## src/rtl/udp_rgb16_pkg.sv

```systemverilog
`default_nettype none
// Shared definitions for the RGB16 UDP transmit packer and receive parser.
package udp_rgb16_pkg;

  typedef enum logic [1:0] {
    S_IDLE = 2'd0,
    S_HI   = 2'd1,
    S_LO   = 2'd2,
    S_GAP  = 2'd3
  } state_t;

  localparam int UDP_MAX_PAYLOAD = 1472;

  function automatic logic [15:0] pack_rgb565(input logic [7:0] r,
                                              input logic [7:0] g,
                                              input logic [7:0] b);
    return {r[7:3], g[7:2], b[7:3]};
  endfunction

endpackage
`default_nettype wire

```

## src/rtl/udp_packer_rgb16.sv

```systemverilog
`default_nettype none
// udp_packer_rgb16: packs BGR pixels into RGB565 byte pairs on a UDP TX stream,
// splitting into fixed-size packets with frame-end early close and inter-packet gap.
module udp_packer_rgb16
  import udp_rgb16_pkg::*;
#(
  parameter int PIXELS_PER_PKT = 720,
  parameter int IPG_CYCLES     = 12
) (
  input  logic        i_clk,
  input  logic        i_rst_n,
  input  logic        i_pix_valid,
  output logic        o_pix_ready,
  input  logic [7:0]  i_channel_B,
  input  logic [7:0]  i_channel_G,
  input  logic [7:0]  i_channel_R,
  input  logic        i_pix_frame_end,
  output logic        o_udp_tx_valid,
  input  logic        i_udp_tx_ready,
  output logic [7:0]  o_udp_tx_data,
  output logic        o_udp_tx_last,
  output logic [15:0] o_pkt_count
);

  localparam int CNT_W    = $clog2(PIXELS_PER_PKT + 1);
  localparam int GAP_W    = (IPG_CYCLES > 0) ? $clog2(IPG_CYCLES + 1) : 1;
  localparam int GAP_LOAD = (IPG_CYCLES > 0) ? IPG_CYCLES - 1 : 0;
  localparam bit HAS_GAP  = (IPG_CYCLES > 0);

  state_t             state, state_nx;
  logic [15:0]        word;
  logic               last_flag;
  logic [CNT_W-1:0]   pix_cnt;
  logic [GAP_W-1:0]   gap_cnt;
  logic [15:0]        pkt_count;
  logic               pix_hs;
  logic               pix_last;
  logic               last_accept;

  assign pix_hs      = i_pix_valid & o_pix_ready;
  assign pix_last    = (pix_cnt == CNT_W'(PIXELS_PER_PKT - 1)) | i_pix_frame_end;
  assign last_accept = (state == S_LO) & i_udp_tx_ready & last_flag;
  assign o_pkt_count = pkt_count;

  always_ff @(posedge i_clk or negedge i_rst_n) begin
    if (!i_rst_n) begin
      state     <= S_IDLE;
      word      <= '0;
      last_flag <= 1'b0;
      pix_cnt   <= '0;
      gap_cnt   <= '0;
      pkt_count <= '0;
    end else begin
      state <= state_nx;
      if (pix_hs) begin
        word      <= pack_rgb565(i_channel_R, i_channel_G, i_channel_B);
        last_flag <= pix_last;
        pix_cnt   <= pix_last ? '0 : pix_cnt + CNT_W'(1);
      end
      if (last_accept) begin
        pkt_count <= pkt_count + 16'd1;
        gap_cnt   <= GAP_W'(GAP_LOAD);
      end else if (state == S_GAP && gap_cnt != '0) begin
        gap_cnt <= gap_cnt - GAP_W'(1);
      end
    end
  end

  // Ready is gated by reset so no pixel is taken while the block is held.
  always_comb begin
    state_nx       = state;
    o_pix_ready    = 1'b0;
    o_udp_tx_valid = 1'b0;
    o_udp_tx_data  = 8'h00;
    o_udp_tx_last  = 1'b0;
    case (state)
      S_IDLE: begin
        o_pix_ready = i_rst_n;
        if (pix_hs) state_nx = S_HI;
      end
      S_HI: begin
        o_udp_tx_valid = 1'b1;
        o_udp_tx_data  = word[15:8];
        if (i_udp_tx_ready) state_nx = S_LO;
      end
      S_LO: begin
        o_udp_tx_valid = 1'b1;
        o_udp_tx_data  = word[7:0];
        o_udp_tx_last  = last_flag;
        o_pix_ready    = i_rst_n & i_udp_tx_ready & (~last_flag | ~HAS_GAP);
        if (i_udp_tx_ready) begin
          if (last_flag && HAS_GAP) state_nx = S_GAP;
          else if (pix_hs)          state_nx = S_HI;
          else                      state_nx = S_IDLE;
        end
      end
      S_GAP: begin
        if (gap_cnt == '0) state_nx = S_IDLE;
      end
      default: state_nx = S_IDLE;
    endcase
  end

endmodule
`default_nettype wire

```

## config.mk

```make
export PLATFORM = sky130hd
export DESIGN_NAME = udp_packer_rgb16
export DESIGN_NICKNAME = d
export VERILOG_FILES = /design/src/rtl/udp_rgb16_pkg.sv /design/src/rtl/udp_packer_rgb16.sv
export SDC_FILE = /design/constraint.sdc
export NUM_CORES = 1
export LEC_CHECK = 0
export BUFFER_PORTS_ARGS = -buffer_cell sky130_fd_sc_hd__buf_2
export CORE_UTILIZATION = 35
export CTS_CLUSTER_DIAMETER = 150
export DETAILED_ROUTE_END_ITERATION = 16
export SETUP_SLACK_MARGIN = 0.1
export SLEW_MARGIN = 5
export SYNTH_ARGS = -nofsm -noshare
export SYNTH_HDL_FRONTEND = slang
export SYNTH_SLANG_ARGS = --single-unit
```

## constraint.sdc

```tcl
create_clock -name i_clk -period 4.45 [get_ports i_clk]
set_clock_uncertainty 0.1 [all_clocks]
set_input_delay 0.2225 -clock i_clk [delete_from_list [all_inputs] [get_ports i_clk]]
set_output_delay 0.2225 -clock i_clk [all_outputs]
set_load 0.005 [all_outputs]
```

[After elaboration in Yosys (flattened, before gate mapping)]
Cells that the tools add are included.
Word-level totals
  bits in registers: 49
  input bits: 29
  output and inout bits: 27
  logic and storage cells: 45
Cells by class
  add/subtract/negate cells: 3
  equality and inequality tests: 8
  multiplexer cells: 14
  bitwise gates (word level): 7
  reductions and logical operators: 7
Operators with widths (number)
  adder 16 x 1 -> 16 bit (second input constant): 1
  one-hot mux 8 bit (2 select lines): 1
  adder 10 x 1 -> 10 bit (second input constant): 1
  equality test 10 bit (second input constant): 1
  two-way mux 10 bit: 1
  two-way mux 2 bit: 5
  two-way mux 4 bit: 2
  one-hot mux 2 bit (4 select lines): 1
  inequality test 2 bit (second input constant): 3
  bitwise AND 1 bit: 5
  equality test 2 bit (second input constant): 2
  zero test 4 bit: 1
  AND reduction 4 bit: 1
  nonzero test 4 bit: 1
  subtractor 4 x 1 -> 4 bit (second input constant): 1
  two-way mux 1 bit: 3
  equality test 2 x 1 -> 1 bit (second input constant): 1
  zero test 2 bit: 1
  inequality test 2 x 1 -> 1 bit (second input constant): 1
  one-hot mux 1 bit (2 select lines): 1
  nonzero test 2 bit: 1
  OR reduction 2 bit: 1
  logical AND 1 bit: 1
  inverter 1 bit: 1
  OR 1 bit: 1

[Depth between registers and ports, before layout]
Gate-level depths: netlist (run 1).
  word-level depth: 8
  mapped depth: 7
  depth with buffers taken out: 6

[Worst setup path after synthesis (run 1)]
Ideal clock, no wire load.
  kind: register to register
  start: register state[0]
  end: register word[0]
  library setup time: 0.125 ns
  data arrival time: 1.607 ns
  required time: 4.225 ns
  setup slack: 2.618 ns
  cell stages (with the launch flop): 7
  path buffers: 1
  clock period less this slack: 1.832 ns
  cells stage by stage: dfrtp_1 -> inv_1 -> ha_1 -> and3b_1 -> o21bai_2 -> buf_2 -> mux2_2
On the way
  cells in the longest elaborated chain, start to end: 3
  elaborated cells between the ends (all ways): 4
  those cells by class: 1 x eq/ne; 1 x mux; 1 x bitwise; 1 x reduce/logical
RTL lines
  from (decl): RTL line udp_packer_rgb16.sv:30  | state_t state, state_nx;
  from (signal assigned): RTL line udp_packer_rgb16.sv:54  | state <= state_nx;
  equality test 2 bit / zero test 2 bit (equally long branches): RTL line udp_packer_rgb16.sv:76  | case (state)
  one-hot mux 1 bit (2 select lines) *: RTL line udp_packer_rgb16.sv:76
  bitwise AND 1 bit *: RTL line udp_packer_rgb16.sv:40  | assign pix_hs = i_pix_valid & o_pix_ready;
  to (signal assigned): RTL line udp_packer_rgb16.sv:56  | word <= pack_rgb565(i_channel_R, i_channel_G, i_channel_B);
  to (decl): RTL line udp_packer_rgb16.sv:31  | logic [15:0] word;
Mark *: on every way between the ends. The rest lies on a longest branch, timed or not.
A chain may end at the register's enable or synchronous reset.

[Worst setup path after layout (run 1)]
  start: register state[0]
  end: register pix_cnt[8]
On the way
  cells in the longest elaborated chain, start to end: 3
  elaborated cells between the ends (all ways): 4
  those cells by class: 1 x eq/ne; 1 x mux; 1 x bitwise; 1 x reduce/logical
RTL lines
  equality test 2 bit / zero test 2 bit (equally long branches): RTL line udp_packer_rgb16.sv:76
  one-hot mux 1 bit (2 select lines) *: RTL line udp_packer_rgb16.sv:76
  bitwise AND 1 bit *: RTL line udp_packer_rgb16.sv:40
  to (signal assigned): RTL line udp_packer_rgb16.sv:58  | pix_cnt <= pix_last ? '0 : pix_cnt + CNT_W'(1);
  to (decl): RTL line udp_packer_rgb16.sv:33  | logic [CNT_W-1:0] pix_cnt;
Marked as above.

==> results_dict.tcl, run 1 <==
set metrics [dict create \
    drtIter0Drc 85 \
    track_usage 0.141 \
    antenna_cells 0 \
    synth_area_leaders "dfrtp_1, mux2_2, xnor2_1, ha_1, nand2_1" \
    drive_gt1_frac 0.305 \
    start_kind "flop" \
    crit_start "state[0]$_DFFE_PN0P_" \
    hp-start "i_channel_B[3]" \
    min_path_cells 2 \
    cts_root_buf "clkbuf_8" \
    required_ns 4.58 \
    final_area_um2 2850 \
    grt_antenna_before_repair 0 \
    max-slew-margin-rel 0.565 \
    overflow 0 \
    dr.pass1.iters 6 \
    crit_buf_inv 2 \
    syn_inst 214 \
    max_freq_mhz 399 \
    worstReg2RegStart "state[0]$_DFFE_PN0P_" \
    hpwl_um 3330 \
    placed_area_um2 2730 \
    fp.dieW_um 85.0 \
    cts_tree "yes" \
    synth_area_um2 2410 \
    slew_viol_final 0 \
    r2r-end "pix_cnt[8]$_DFFE_PN0P_" \
    clock_power_share 0.200 \
    swShare 0.330 \
    drt.antenna.violating_nets 0 \
    seq_power_share 0.439 \
    start_util 0.371 \
    vias_per_cell 5.10 \
    hold_end "word[0]$_DFFE_PN0P_" \
    cp.arrival_ns 2.63 \
    comb_power_share 0.361 \
    pin_count 56 \
    cts.sinks 49 \
    final_core_util 0.438 \
    placedCellCount 335 \
    ys_seq_elements 49 \
    leakagePower_nw 1.35 \
    synth_top_cells_by_count "dfrtp_1, nand2_1, mux2_2" \
    endpoint_kind "flop" \
    ir_drop_mv 0.191 \
    finalHoldViolations 0 \
    clkTransAtPathRegs_ns 0.08 \
    path_class "flop to flop" \
    vias 1751 \
    switchingPower_w 0.000502 \
    fin_ws_ns 1.94 \
    die_area_um2 7220 \
    syn_nets 251 \
    drc 0 \
    place_congestion 0.753 \
    fp.dieH_um 85.0 \
    cts_resized 0 \
    htreeDepth 2 \
    portBuffers 47 \
    synth-async-reset-ratio 1.00 \
    ys.flop_type "dfrtp_1" \
    max_cap_violations 0 \
    grt_max_degree 53 \
    reg2reg_depth 7 \
    yosysSeqAreaShare 0.509 \
    post_cts_buffers 0 \
    crit_family "simple AND/OR/NAND/NOR gates" \
    place_ws_ns 1.95 \
    grt_pass1_wl_um 8070 \
    wl_um 4700 \
    fin_setup_tns_ns 0 \
    max_stage_delay_ns 0.53 \
    finalCritPeriodShare 0.563 \
    synth-edff-count 0 \
    hp-class "primary input to flop" \
    internal_power_w 0.00102 \
    cp_cell_sequence "inv_1 -> ha_1 -> and3b_1 -> o21bai_2 -> buf_4 -> or4_1 -> a21oi_1" \
    yosysWarnings 0 \
    powerDensity_nw_per_um2 535 \
    cts_buffer_depth 2 \
    final_cells 343 \
    core-area_um2 6490 \
    crit_slowest_cell "or4_1" \
    yosysTopAreaCell "dfrtp_1" \
    period_minus_slack_ns 2.51 \
    status "completed" \
    syn_to_final_growth_pct 18.2 \
    clock_latency_ns 0.30 \
    yosysUniqueCellTypes 41 \
    rows 29 \
    synth_top_area_frac 0.509 \
    max_slew.worst_pin.slew_ns 0.653 \
    rrSetupSlack_ns 1.94 \
    grt_pass1_vias 1694 \
    postSynthAreaPerCell_um2 11.3 \
    n_fill_cell 618 \
    synth.most_common_cell "dfrtp_1" \
    worstPathMaxFanout 32 \
    rsz0062_at_grt "no" \
    num-nets-final 303 \
    wire_per_inst_um 13.7 \
    cts_buffers 5 \
    setup_viol 0 \
]
-- flip-flops by register name, summed over array words and instances, names as in the netlist --
register     count
o_pkt_count     16
pix_cnt         10
last_flag        1
gap_cnt          4
state            2
word            16
-- worst register-to-register path, stage by stage (launching register included) --
cell and delay, ns:
dfrtp_1 0.43, inv_1 0.10, ha_1 0.50, and3b_1 0.31, o21bai_2 0.07, buf_4 0.24
or4_1 0.54, a21oi_1 0.15
-- layer usage --
metal | wire length, um | GRT usage | up-vias
li1 | - | - | 871
met1 | 2230 | 0.189 | 846
met2 | 2230 | 0.221 | 27
met3 | 135 | 0.0331 | 7
met4 | 100 | 0.0539 | 0
met5 | 0 | 0 | -
-- through the flow --
step | hold WS, ns | power, W
after floorplan | -0.173 | 0.00106
after global placement | 0.338 | 0.00122
after detailed placement | 0.319 | 0.00124
after CTS | 0.0425 | 0.00155
after global routing | 0.0416 | 0.00165
final | 0.0512 | 0.00152
-- repair_timing --
item                                    4_1_cts  5_1_grt
hold buffers                                  1        0
endpoints found under the setup margin        0        0
hold endpoints to repair                     41        0
-- power by group through the flow --
stage,registers [W],clock network [W],logic [W]
2_1_floorplan,0.000657,0,0.000401
3_3_place_gp,0.000673,0,0.000547
3_5_place_dp,0.000679,0,0.000560
4_1_cts,0.000670,0.000318,0.000562
5_1_grt,0.000690,0.000333,0.000625
6_report,0.000668,0.000305,0.000550
-- how the worst max path moves through the flow --
stage                              to  cells past startpoint
6_report       pix_cnt[8]$_DFFE_PN0P_                      7
5_1_grt        pix_cnt[8]$_DFFE_PN0P_                      7
4_1_cts        pix_cnt[8]$_DFFE_PN0P_                      7
3_5_place_dp   pix_cnt[8]$_DFFE_PN0P_                      7
3_3_place_gp   pix_cnt[7]$_DFFE_PN0P_                      7
2_1_floorplan     word[0]$_DFFE_PN0P_                      6
-- cells by family (layout without fill, tap and decap cells) --
| kind of cell | Yosys count | count (layout) | share of synthesized area |
|---|---|---|---|
| and+or+nand+nor | 72 | 72 | 0.168 |
| muxes | 16 | 16 | 0.0748 |
| AOI/OAI and AO/OA | 38 | 38 | 0.117 |
| xor gates and xnor gates | 19 | 19 | 0.0691 |
| DFF | 49 | 49 | 0.509 |
| buffers and inverters | 12 | 64 | 0.0203 |
| adders and majority gates | 8 | 8 | 0.0416 |
-- final cells by class --
| cell class | count | area (um^2) | share of cell area |
|---|---|---|---|
| Inverter | 7 | 26.3 | 0.00923 |
| Clock inverter | 2 | 35.0 | 0.0123 |
| Multi-Input combinational cell | 153 | 1130 | 0.398 |
| Sequential cell | 49 | 1230 | 0.431 |
| Clock buffer | 5 | 68.8 | 0.0242 |
| Tap cell | 77 | 96.3 | 0.0338 |
| Timing Repair Buffer | 50 | 260 | 0.0914 |
-- layout by cell type (no fill, tap or decap), types with 5 or more instances in the layout --
cell      instances
ha_1              8
nand2_1          20
mux2_2           16
xor2_1            6
nor2_1            7
buf_2            47
nor2b_1           8
a22oi_1           8
nand4_1           6
nand3_1          10
clkbuf_8          5
o21ai_0           7
a21oi_1           6
dfrtp_1          49
xnor2_1          13
inv_1             7
Note: power is estimated with default switching activity, not from simulation.
==> inputs of run 2 (changes only) <==
- clock period: 4.45 -> 2.41 ns (I/O delays scaled with it)
==> results_dict.tcl, run 2 (synthesis gave the netlist of run 1 again) <==
set metrics [dict create \
    start_util 0.371 \
    cts.sinks 49 \
    fp.dieW_um 85.0 \
    max-slew-margin-rel 0.705 \
    wl_um 4940 \
    grt_max_degree 32 \
    hpwl_um 3430 \
    fin_setup_tns_ns 0 \
    finalCritPeriodShare 0.848 \
    max_freq_mhz 489 \
    endpoint_kind "flop" \
    grt_pass1_vias 1802 \
    num-nets-final 322 \
    ir_drop_mv 0.415 \
    comb_power_share 0.367 \
    powerDensity_nw_per_um2 956 \
    leakagePower_nw 1.44 \
    finalHoldViolations 0 \
    final_area_um2 3060 \
    cts_buffers 5 \
    overflow 0 \
    multi_input_area_um2 1130 \
    cp.arrival_ns 2.14 \
    cts_root_buf "clkbuf_8" \
    final_cell_mix "dfrtp_1, buf_2, nand2_1" \
    period_minus_slack_ns 2.04 \
    crit_buf_inv 2 \
    placed_area_um2 2760 \
    cts_tree "yes" \
    violations "DRC" \
    vias 1895 \
    grt_antenna_before_repair 0 \
    grt_util_met1 0.202 \
    portBuffers 47 \
    clock_latency_ns 0.30 \
    vias_per_cell 5.22 \
    swShare 0.331 \
    seq_power_share 0.422 \
    crit_family "flip-flops" \
    max_stage_delay_ns 0.43 \
    switchingPower_w 0.000968 \
    place_congestion 0.745 \
    n_fill_cell 610 \
    top_usage_layer "met2" \
    antenna_cells 0 \
    slew_viol_final 0 \
    drc 2 \
    required_ns 2.50 \
    cts_hold_buffers 18 \
    htreeDepth 2 \
    start_kind "flop" \
    dr.pass1.iters 10 \
    hp-class "primary input to flop" \
    rsz0062_at_grt "no" \
    final_common_cell "dfrtp_1" \
    syn_to_final_growth_pct 27.1 \
    cts_buffer_depth 2 \
    drt.antenna.violating_nets 0 \
    clock_power_share 0.211 \
    grt_pass1_wl_um 8690 \
    pin_count 56 \
    max_slew.worst_pin.slew_ns 0.441 \
    use_met3 0.0321 \
    drive_gt1_frac 0.294 \
    rows 29 \
    max_cap_violations 0 \
    wire_per_inst_um 13.6 \
    cp_cell_sequence "inv_1 -> ha_1 -> and3b_1 -> o21bai_2 -> buf_12 -> mux2_2" \
    path_class "flop to flop" \
    crit_slowest_cell "dfrtp_1" \
    seq_area_um2 1230 \
    internal_power_w 0.00196 \
    drtIter0Drc 130 \
    use_met2 0.247 \
    status "complete, but fails checks" \
    core-area_um2 6490 \
    setup_viol 0 \
    fp.dieH_um 85.0 \
    clkTransAtPathRegs_ns 0.10 \
    worstPathMaxFanout 26 \
    post_cts_buffers 0 \
    die_area_um2 7220 \
    track_usage 0.153 \
    cts_resized 0 \
]
run 2: cell types whose count changed in the layout (fill, tap and decap cells not counted):
cell	before	now
clkbuf_8	5	6
clkinv_2	1	0
clkinvlp_4	0	1
buf_4	2	3
dlygate4sd3_1	1	18
buf_12	0	1
run 2: cell type report:
| cell class | instances | share of cell area |
|---|---|---|
| multi-input combinational | 153 | 0.370 |
| tap | 77 | 0.0315 |
| clock buffer | 6 | 0.0270 |
| timing repair buffer | 69 | 0.150 |
| sequential | 49 | 0.401 |
| inverter | 7 | 0.00859 |
| clock inverter | 2 | 0.0123 |
run 2: per-layer routing:
layer  up-vias  routed length (um)
li1        916                   -
met1       940                2390
met2        33                2330
met3         6                 143
met4         0                  74
met5         -                   0
run 2: path summary, 6_finish.rpt:
path / startpoint / endpoint / slack (ns) / cells after the start
hold / removal: i_udp_tx_ready / gap_cnt[0]$_DFFE_PN0P_ / 0.15 / 3
max in group asynchronous: i_rst_n / gap_cnt[2]$_DFFE_PN0P_ / 1.27 / 4
setup reg to reg: state[0]$_DFFE_PN0P_ / word[9]$_DFFE_PN0P_ / 0.37 / 6
setup / recovery: state[0]$_DFFE_PN0P_ / word[9]$_DFFE_PN0P_ / 0.37 / 6
min in group asynchronous: i_rst_n / o_pkt_count[5]$_DFFE_PN0P_ / 0.25 / 3
hold reg to reg: o_pkt_count[15]$_DFFE_PN0P_ / o_pkt_count[15]$_DFFE_PN0P_ / 0.38 / 1
run 2: tightest hold or removal path, stage by stage:
cell and delay, ns:
buf_2 0.13, nand3_2 0.19, nand2_1 0.07
run 2: power by group through the flow:
stage               Combinational [W]  Clock [W]  Sequential (W)
floorplan                    0.000741          0         0.00121
global placement              0.00104          0         0.00125
detailed placement            0.00106          0         0.00125
CTS                           0.00109   0.000633         0.00124
global route                  0.00121   0.000665         0.00127
finish                        0.00107   0.000616         0.00123
run 2: stage by stage:
step,power [W],setup WS [ns],hold WS (ns),util,std cells
detailed placement,0.00231,0.367,0.0504,0.425,337
global route,0.00315,0.240,0.175,0.471,363
global placement,0.00229,0.393,0.0546,0.425,337
floorplan,0.00195,0.578,-0.275,-,214
finish,0.00292,0.367,0.151,0.471,363
CTS,0.00296,0.355,0.157,0.471,363
